File: config.mk
export PLATFORM = sky130hd
export DESIGN_NAME = hash_request_master
export DESIGN_NICKNAME = d
export VERILOG_FILES = /design/src/rtl/hash_request_master.sv
export SDC_FILE = /design/constraint.sdc
export NUM_CORES = 1
export LEC_CHECK = 0
export CAP_MARGIN = 15
export CORE_ASPECT_RATIO = 1.25
export CORE_MARGIN = 4
export CORE_UTILIZATION = 46
export DETAILED_ROUTE_END_ITERATION = 8
export PLACE_DENSITY = 0.76
export RECOVER_POWER = 50
export SLEW_MARGIN = 10
export SYNTH_ARGS = -nofsm -noshare
export SYNTH_HDL_FRONTEND = slang
export SYNTH_SLANG_ARGS = --single-unit
File: constraint.sdc
create_clock -name clk -period 2.35 [get_ports clk]
set_input_delay 0.235 -clock clk [delete_from_list [all_inputs] [get_ports clk]]
set_output_delay 0.235 -clock clk [all_outputs]
set_load 0.01 [all_outputs]
File: src/rtl/hash_request_master.sv
// hash_request_master: initiator-side front end for the hash table.
// Accepts a command stream and issues at most one table request per cycle.
// Captures each response one cycle later and queues a status-coded result
// in a small FIFO. The table is stalled whenever the FIFO could not absorb
// another response.
// Optional statistics counters are enabled with `define HASH_REQ_STATS_EN.
// Handshake rule on every interface: a transfer happens on a rising edge
// where valid && ready are both high. Valid never waits for ready, and a
// result stays stable while res_valid_o is high and res_ready_i is low.
module hash_request_master #(
    parameter int KEY_WIDTH  = 2,
    parameter int DATA_WIDTH = 32,
    parameter int KEEP_WIDTH = 8,
    parameter int RESP_DEPTH = 4,
    parameter int STAT_WIDTH = 16
) (
    input  logic                  clk,
    input  logic                  reset,
    input  logic                  cmd_valid_i,
    output logic                  cmd_ready_o,
    input  logic [1:0]            cmd_op_i,
    input  logic [KEY_WIDTH-1:0]  cmd_key_i,
    input  logic [DATA_WIDTH-1:0] cmd_data_i,
    input  logic                  cmd_last_i,
    input  logic [KEEP_WIDTH-1:0] cmd_keep_i,
    output logic [KEY_WIDTH-1:0]  tbl_key_o,
    output logic [DATA_WIDTH-1:0] tbl_data_o,
    output logic [1:0]            tbl_op_o,
    output logic                  tbl_valid_o,
    output logic                  tbl_ready_o,
    input  logic [DATA_WIDTH-1:0] tbl_read_data_i,
    input  logic                  tbl_no_deletion_target_i,
    input  logic                  tbl_no_write_space_i,
    input  logic                  tbl_no_element_found_i,
    input  logic                  tbl_key_already_present_i,
    output logic                  res_valid_o,
    input  logic                  res_ready_i,
    output logic [DATA_WIDTH-1:0] res_data_o,
    output logic [KEY_WIDTH-1:0]  res_key_o,
    output logic [2:0]            res_status_o,
    output logic                  res_last_o,
    output logic [KEEP_WIDTH-1:0] res_keep_o,
    output logic                  busy_o,
    output logic [1:0]            dbg_state_o,
    output logic                  done_o
`ifdef HASH_REQ_STATS_EN
    ,
    output logic [STAT_WIDTH-1:0] stat_ops_o,
    output logic [STAT_WIDTH-1:0] stat_errs_o
`endif
);

    localparam int CW = $clog2(RESP_DEPTH + 1);
    localparam int PW = $clog2(RESP_DEPTH);
    localparam int EW = DATA_WIDTH + KEY_WIDTH + 3 + 1 + KEEP_WIDTH;
    localparam logic [CW:0] DEPTH_V = (CW + 1)'(RESP_DEPTH);

    typedef enum logic [1:0] {IDLE = 2'd0, RUN = 2'd1, DRAIN = 2'd2} state_t;

    state_t                state_q, state_d;
    logic                  run_en_q;
    logic [CW-1:0]         count_q, count_d;
    logic                  inflight_q, inflight_d;
    logic [PW-1:0]         wr_ptr_q, wr_ptr_d, rd_ptr_q, rd_ptr_d;
    logic [1:0]            side_op_q, side_op_d;
    logic [KEY_WIDTH-1:0]  side_key_q, side_key_d;
    logic                  side_last_q, side_last_d;
    logic [KEEP_WIDTH-1:0] side_keep_q, side_keep_d;
    logic [EW-1:0]         mem_q [RESP_DEPTH];

    logic [CW:0]           occupancy;
    logic                  space, issue, nop_take, push, pop, empty;
    logic [2:0]            status;
    logic [DATA_WIDTH-1:0] push_data;
    logic [EW-1:0]         push_entry;

    // Issue decision: a slot is reserved for every response already in flight,
    // so a request only goes out when the FIFO can take its response.
    always_comb begin
        occupancy   = {1'b0, count_q} + {{CW{1'b0}}, inflight_q};
        space       = occupancy < DEPTH_V;
        issue       = run_en_q && cmd_valid_i && (cmd_op_i != 2'b00) && (state_q != DRAIN) && space;
        nop_take    = run_en_q && cmd_valid_i && (cmd_op_i == 2'b00) && (state_q != DRAIN);
        cmd_ready_o = run_en_q && (state_q != DRAIN) && ((cmd_op_i == 2'b00) || space);
        tbl_valid_o = issue;
        tbl_op_o    = issue ? cmd_op_i : 2'b00;
        tbl_key_o   = cmd_key_i;
        tbl_data_o  = cmd_data_i;
        tbl_ready_o = run_en_q && (inflight_q || space);
    end

    // Response decode: only flags meaningful for the captured op contribute.
    always_comb begin
        status = 3'd0;
        case (side_op_q)
            2'b01:   status = tbl_no_element_found_i ? 3'd1 : 3'd0;
            2'b10:   status = tbl_no_write_space_i ? 3'd2 :
                              (tbl_key_already_present_i ? 3'd4 : 3'd0);
            2'b11:   status = tbl_no_deletion_target_i ? 3'd3 : 3'd0;
            default: status = 3'd0;
        endcase
        push_data  = (side_op_q == 2'b01) ? tbl_read_data_i : '0;
        push_entry = {push_data, side_key_q, status, side_last_q, side_keep_q};
    end

    // FIFO bookkeeping and the one-entry side register for the in-flight request.
    always_comb begin
        push     = inflight_q;
        empty    = (count_q == '0);
        pop      = !empty && res_ready_i;
        count_d  = count_q;
        if (push && !pop) count_d = count_q + CW'(1);
        else if (!push && pop) count_d = count_q - CW'(1);
        wr_ptr_d    = push ? wr_ptr_q + PW'(1) : wr_ptr_q;
        rd_ptr_d    = pop ? rd_ptr_q + PW'(1) : rd_ptr_q;
        inflight_d  = issue;
        side_op_d   = issue ? cmd_op_i   : side_op_q;
        side_key_d  = issue ? cmd_key_i  : side_key_q;
        side_last_d = issue ? cmd_last_i : side_last_q;
        side_keep_d = issue ? cmd_keep_i : side_keep_q;
    end

    // Burst FSM: IDLE -> RUN on first issue, DRAIN after a last, done when empty.
    always_comb begin
        state_d = state_q;
        done_o  = 1'b0;
        case (state_q)
            IDLE: begin
                if (issue) state_d = cmd_last_i ? DRAIN : RUN;
                else if (nop_take && cmd_last_i) done_o = 1'b1;
            end
            RUN: begin
                if ((issue || nop_take) && cmd_last_i) state_d = DRAIN;
            end
            DRAIN: begin
                if (!inflight_q && empty) begin
                    done_o  = 1'b1;
                    state_d = IDLE;
                end
            end
            default: state_d = IDLE;
        endcase
    end

    // Result port: head of the FIFO, held at zero while empty.
    always_comb begin
        res_valid_o = !empty;
        {res_data_o, res_key_o, res_status_o, res_last_o, res_keep_o} =
            empty ? '0 : mem_q[rd_ptr_q];
        busy_o      = (state_q != IDLE);
        dbg_state_o = state_q;
    end

    // Control state; reset discards buffered and in-flight results.
    always_ff @(posedge clk or negedge reset) begin
        if (!reset) begin
            state_q     <= IDLE;
            run_en_q    <= 1'b0;
            count_q     <= '0;
            inflight_q  <= 1'b0;
            wr_ptr_q    <= '0;
            rd_ptr_q    <= '0;
            side_op_q   <= 2'b00;
            side_key_q  <= '0;
            side_last_q <= 1'b0;
            side_keep_q <= '0;
        end else begin
            state_q     <= state_d;
            run_en_q    <= 1'b1;
            count_q     <= count_d;
            inflight_q  <= inflight_d;
            wr_ptr_q    <= wr_ptr_d;
            rd_ptr_q    <= rd_ptr_d;
            side_op_q   <= side_op_d;
            side_key_q  <= side_key_d;
            side_last_q <= side_last_d;
            side_keep_q <= side_keep_d;
        end
    end

    // FIFO storage; contents are only visible through the count-gated head.
    always_ff @(posedge clk) begin
        if (push) mem_q[wr_ptr_q] <= push_entry;
    end

    // Occupancy never exceeds the FIFO, so a push never lands on a full FIFO.
    assert property (@(posedge clk) disable iff (!run_en_q) occupancy <= DEPTH_V);
    assert property (@(posedge clk) disable iff (!run_en_q)
        !(push && (count_q == CW'(RESP_DEPTH))));
    assert property (@(posedge clk) (RESP_DEPTH >= 2) && (STAT_WIDTH >= 1));

`ifdef HASH_REQ_STATS_EN
    logic [STAT_WIDTH-1:0] stat_ops_q, stat_ops_d, stat_errs_q, stat_errs_d;

    // Saturating push and error-push counters.
    always_comb begin
        stat_ops_d  = stat_ops_q;
        stat_errs_d = stat_errs_q;
        if (push && !(&stat_ops_q)) stat_ops_d = stat_ops_q + STAT_WIDTH'(1);
        if (push && (status != 3'd0) && !(&stat_errs_q)) stat_errs_d = stat_errs_q + STAT_WIDTH'(1);
    end

    // Statistics registers.
    always_ff @(posedge clk or negedge reset) begin
        if (!reset) begin
            stat_ops_q  <= '0;
            stat_errs_q <= '0;
        end else begin
            stat_ops_q  <= stat_ops_d;
            stat_errs_q <= stat_errs_d;
        end
    end

    assign stat_ops_o  = stat_ops_q;
    assign stat_errs_o = stat_errs_q;
`endif

endmodule

=== Yosys cells after proc, flatten, opt, wreduce, memory -nomap -nowiden ===
Memories as Yosys holds them, arrays and structs flattened.
Index checks and enable logic that the tools add are counted.
Widths: inputs -> output; s select.

* Order comparisons: 1
* Eq/ne operators: 9
* Reduce and logical (&&, ||, !) cells: 28
* Muxes and demuxes: 21
* Add/subtract/negate cells: 5

{| class="wikitable"
|+ Operator list
! operator !! number
|-
| $mux 46 || 1
|-
| $mux 32 || 1
|-
| $logic_and 1x1->1 || 15
|-
| $mux 2 || 6
|-
| $mux 3 || 4
|-
| $pmux 3 s3 || 1
|-
| $ne 2x2->1 const B || 4
|-
| $eq 2x2->1 const B || 3
|-
| $mux 1 || 6
|-
| $pmux 2 s3 || 1
|-
| $reduce_bool 2->1 || 3
|-
| $add 2x1->2 const B || 2
|-
| $add 3x1->4 || 1
|-
| $eq 2x1->1 const B || 2
|-
| $logic_not 2->1 || 2
|-
| $lt 4x3->1 const B || 1
|-
| $add 3x1->3 const B || 1
|-
| $logic_not 1->1 || 3
|-
| $logic_not 3->1 || 1
|-
| $logic_or 1x1->1 || 3
|-
| $reduce_and 3->1 || 1
|-
| $sub 3x1->3 const B || 1
|-
| $pmux 1 s2 || 1
|}

* Input port bits: 85
* Memories kept: 1
* Flip-flop bits (word level): 24
* Bits in writable memories: 184
* Logic and storage cells: 75
* Output and inout port bits: 90

{| class="wikitable"
|+ Memories
! memory !! depth !! bits a word !! rd ports !! clocked after memory_dff !! wr ports !! RTL line !! text
|-
| mem_q || 4 || 46 || 1 || 0 || 1 || 69 || <nowiki>logic [EW-1:0] mem_q [RESP_DEPTH];</nowiki>
|}

=== Longest topological paths before layout ===
* Depth in word-level cells: 8
* Depth in mapped cells: 9
* Mapped depth without buffers: 8

=== Worst setup path after synthesis ===
Ideal clock, no wire load.

* Path type: register -> register
* From: register count_q[1]
* To: register count_q[2]
* Stages on the path, launching flop included: 10
* Clock period less this slack: 2.198 ns
* Data arrival time: 2.119 ns
* Required time: 2.271 ns
* Path buffers: 1
* Setup time: 0.079 ns
* Setup slack: 0.152 ns
* Cells stage by stage: dfrtp_1 > or3_1 > clkbuf_1 > nand2_1 > ha_1 > inv_1 > fa_1 > xor2_1 > nor2_1 > xor2_1

* Word-level cells in the longest chain between the ends: 6
* Elaborated cells between the ends (all ways): 11
* Classes of those cells: add/sub: 2; mux: 2; reduce/logical: 7

{| class="wikitable"
|+ Ends and longest elaborated chain
! element !! RTL line !! text
|-
| start: declaration || 62 || <nowiki>logic [CW-1:0] count_q, count_d;</nowiki>
|-
| start signal: assignment || 170 || <nowiki>count_q <= count_d;</nowiki>
|-
| parallel branches: the longest is 6 deep, another holds $sub 3x1->3 || -- ||
|}

Parallel ways; which one is timed is not known. The select of a mux whose other input is x is not followed.
A chain may end at the register's enable or synchronous reset.

=== Worst setup path after layout ===
* From: register rd_ptr_q[0]
* To: output res_keep_o[0]

* Word-level cells in the longest chain between the ends: 2

{| class="wikitable"
|+ Ends and longest elaborated chain
! element !! RTL line !! text
|-
| start: declaration || 64 || <nowiki>logic [PW-1:0] wr_ptr_q, wr_ptr_d, rd_ptr_q, rd_ptr_d;</nowiki>
|-
| start signal: assignment || 173 || <nowiki>rd_ptr_q <= rd_ptr_d;</nowiki>
|-
| $mem_v2 4x46 || -- ||
|-
| $mux 46 || 149 || <nowiki>empty ? '0 : mem_q[rd_ptr_q];</nowiki>
|-
| end: declaration || 42 || <nowiki>output logic [KEEP_WIDTH-1:0] res_keep_o,</nowiki>
|}

Every way passes these cells.

==> flow_metrics.env <==
export IMPL_outcome="complete, no violations"
export IMPL_drc=0
export IMPL_placed_area_um2=9920
export IMPL_start_util_pct=47.3
export IMPL_ys_seq_area_share_pct=70.8
export IMPL_nets=663
export IMPL_synth_avg_cell_area_um2=18.9
export IMPL_fillers=1411
export IMPL_tritoncts="yes"
export IMPL_tightest_slew_ns=1.14
export IMPL_finalSetupViolCount=0
export IMPL_grt_usage_pct=16.4
export IMPL_synthArstFlopShare_pct=11.5
export IMPL_fin_tns_setup_ns=0
export IMPL_postCtsHoldBufs=0
export IMPL_setup_worst_path_end_class="output pin"
export IMPL_instances_no_fill=812
export IMPL_pwr_density_cell_nw_per_um2=1200
export IMPL_crit_fanout=5
export IMPL_hold_viol_final=0
export IMPL_synthTopCellsByArea="edfxtp_1 (64%), mux4_2 (12%), dfrtp_1 (6.9%)"
export IMPL_io_pins=175
export IMPL_grt_pass1_wl_um=26500
export IMPL_finalWirelength_um=16800
export IMPL_rsz0062_at_grt="true"
export IMPL_place_ws_ns=0.0595
export IMPL_netlist_instances=459
export IMPL_cp_start_kind="register"
export IMPL_slew_headroom_pct=23.9
export IMPL_cpMaxStageDelayCell="mux4_2"
export IMPL_vias=4309
export IMPL_synth_edff_count=184
export IMPL_dp_cells=766
export IMPL_antenna_found_initial=0
export IMPL_p_leak_nw=3.83
export IMPL_grt_pass1_vias=4907
export IMPL_finalMaxSlewViolations=0
export IMPL_timing_final_crit_share_pct=98.3
export IMPL_die_x_um=131
export IMPL_hpwl_um=10500
export IMPL_synth_most_common_cell="edfxtp_1"
export IMPL_area_growth_pct=23.0
export IMPL_critical_path_top_delay_family="multiplexers"
export IMPL_critPathMaxStageDelay_ns=0.52
export IMPL_clock_sinks=208
export IMPL_synth_top_cell_area_share_pct=63.9
export IMPL_setup_ws_ns=0.0394
export IMPL_synth_area_um2=8650
export IMPL_yosys_area_top_type="edfxtp_1"
export IMPL_synth_cell_types=36
export IMPL_drt_pass1_iterations=4
export IMPL_design_area_um2=10600
export IMPL_cts_max_level=1
export IMPL_clk_latency_ns=0.48
export IMPL_drt_iter0_drc=325
export IMPL_required_ns=2.12
export IMPL_clock_root_buffer="clkbuf_16"
export IMPL_hold_path_class="in -> async"
export IMPL_syn_nets=550
export IMPL_vdd_drop_max_mv=0.635
export IMPL_diodes=0
export IMPL_period_needed_ns=2.31
export IMPL_path_cells="buf_6, buf_12, mux4_2, and2_1, buf_2"
export IMPL_max_freq_mhz=433
export IMPL_max_cap_viol_count=0
export IMPL_cts_buffers_inserted=19
export IMPL_cp_data_arrival_time_ns=2.08
export IMPL_die_area_um2=21100
export IMPL_grt_max_degree=29
export IMPL_power_w=0.0128
export IMPL_path_clk_slew_ns=0.06
export IMPL_die_h_um=161
export IMPL_fin_skew_ns=0.0120
export IMPL_ctsLongestPathBuffers=3
export IMPL_core_um2=18300
export IMPL_synth_common_cells="edfxtp_1 (184), and2_1 (83), mux4_2 (46)"
export IMPL_vias_per_cell=5.31
export IMPL_rows=55
export IMPL_worst_path_buf_inv=3
export IMPL_critical_path_class="reg -> out"
export IMPL_io_buffers=110
export IMPL_final_layout_size_suffix_gt1_share_pct=33.2
export IMPL_overflow=0
export IMPL_ys_flop_type="edfxtp_1"
export IMPL_routedWlPerCell_um=20.7
export IMPL_ys_warn_count=0
export IMPL_synth_seq_cells=208
export IMPL_place_gp_congestion=0.748
export IMPL_ant_nets=0
layout make-up:
class	count	area (um^2)	share of cell area (%)
tap	228	285	2.68
timing repair buffer	147	1390	13.1
inverter	8	30.0	0.282
sequential	208	6130	57.6
clock inverter	4	47.5	0.447
clock buffer	29	574	5.40
multi-input combinational	188	2180	20.5
worst register-to-register path, delay by kind of cell (launching register included):
| family | cells | cell delay, ns |
|---|---|---|
| XOR/XNOR | 2 | 0.35 |
| adder cells (fa/ha/maj) | 2 | 0.60 |
| buffers and inverters | 1 | 0.07 |
| flip-flops | 1 | 0.47 |
| AND/OR/NAND/NOR | 3 | 0.67 |
path summary, 6_finish.rpt:
kind / from / end / slack [ns] / cells past startpoint
setup / recovery: rd_ptr_q[0] / res_keep_o[0] / 0.04 / 5
hold / removal: reset / wr_ptr_q[1] / 0.27 / 1
setup reg to reg: count_q[2] / count_q[2] / 0.11 / 8
hold reg to reg: side_keep_q[3] / mem_q[0][3] / 0.52 / 0
max in group asynchronous: reset / side_key_q[1] / 1.27 / 2
min in group clk: cmd_keep_i[1] / side_keep_q[1] / 0.36 / 2
power by group:
part | internal [W] | switching (W)
combinational | 0.00264 | 0.00212
clock | 0.00180 | 0.00122
sequential | 0.00470 | 0.000316
total | 0.00914 | 0.00366
repair_timing:
item / 4_1_cts / 5_1_grt
endpoints found under the setup margin: 52 / 29
setup buffers: 15 / 1
resized for setup: 217 / 14
pin swaps: 16 / 6
gates cloned: 3 / 0
placed cells by master, fill, tap and decap left out, drive strengths merged, types with 3 or more instances in the layout:
cell | netlist | final
nor2 | 3 | 3
nor2b | 3 | 3
mux4 | 46 | 46
clkbuf | 11 | 33
dlygate4sd2 | 0 | 4
dfrtp | 24 | 24
mux2i | 3 | 3
mux2 | 14 | 14
ha | 5 | 5
inv | 8 | 9
edfxtp | 184 | 184
xnor2 | 3 | 3
buf | 44 | 74
nand2 | 3 | 3
clkdlybuf4s50 | 0 | 59
xor2 | 3 | 3
and2 | 83 | 83
state kept, by name, indices dropped and copies added (netlist names), 2 cells and up:
name and flops:
rd_ptr_q 2, wr_ptr_q 2, side_op_q 2, side_keep_q 8, dbg_state_o 2, side_key_q 2
count_q 3, mem_q 184
stage by stage:
stage,hold WS (ns),util (%)
floorplan,-0.0606,-
global placement,0.470,54.2
detailed placement,0.470,54.2
CTS,0.206,58.6
global route,0.314,58.1
finish,0.267,58.1
layer usage:
metal	vias to the layer above	share of wire, %	GRT usage [%]
li1	1942	-	-
met1	2204	39	20.3
met2	128	54	29.2
met3	35	4.8	3.04
met4	0	2.0	4.49
met5	-	0	0
logic make-up after synthesis:
family,synth area share (%)
adder cells (fa/ha/maj),0.954
XOR/XNOR,0.607
multiplexers,14.4
AO/OA/AOI/OAI,0.896
flip-flops,70.8
other,0.0433
AND/OR/NAND/NOR,7.46
buffers and inverters,4.80
Power figures use the tool's default switching activity.
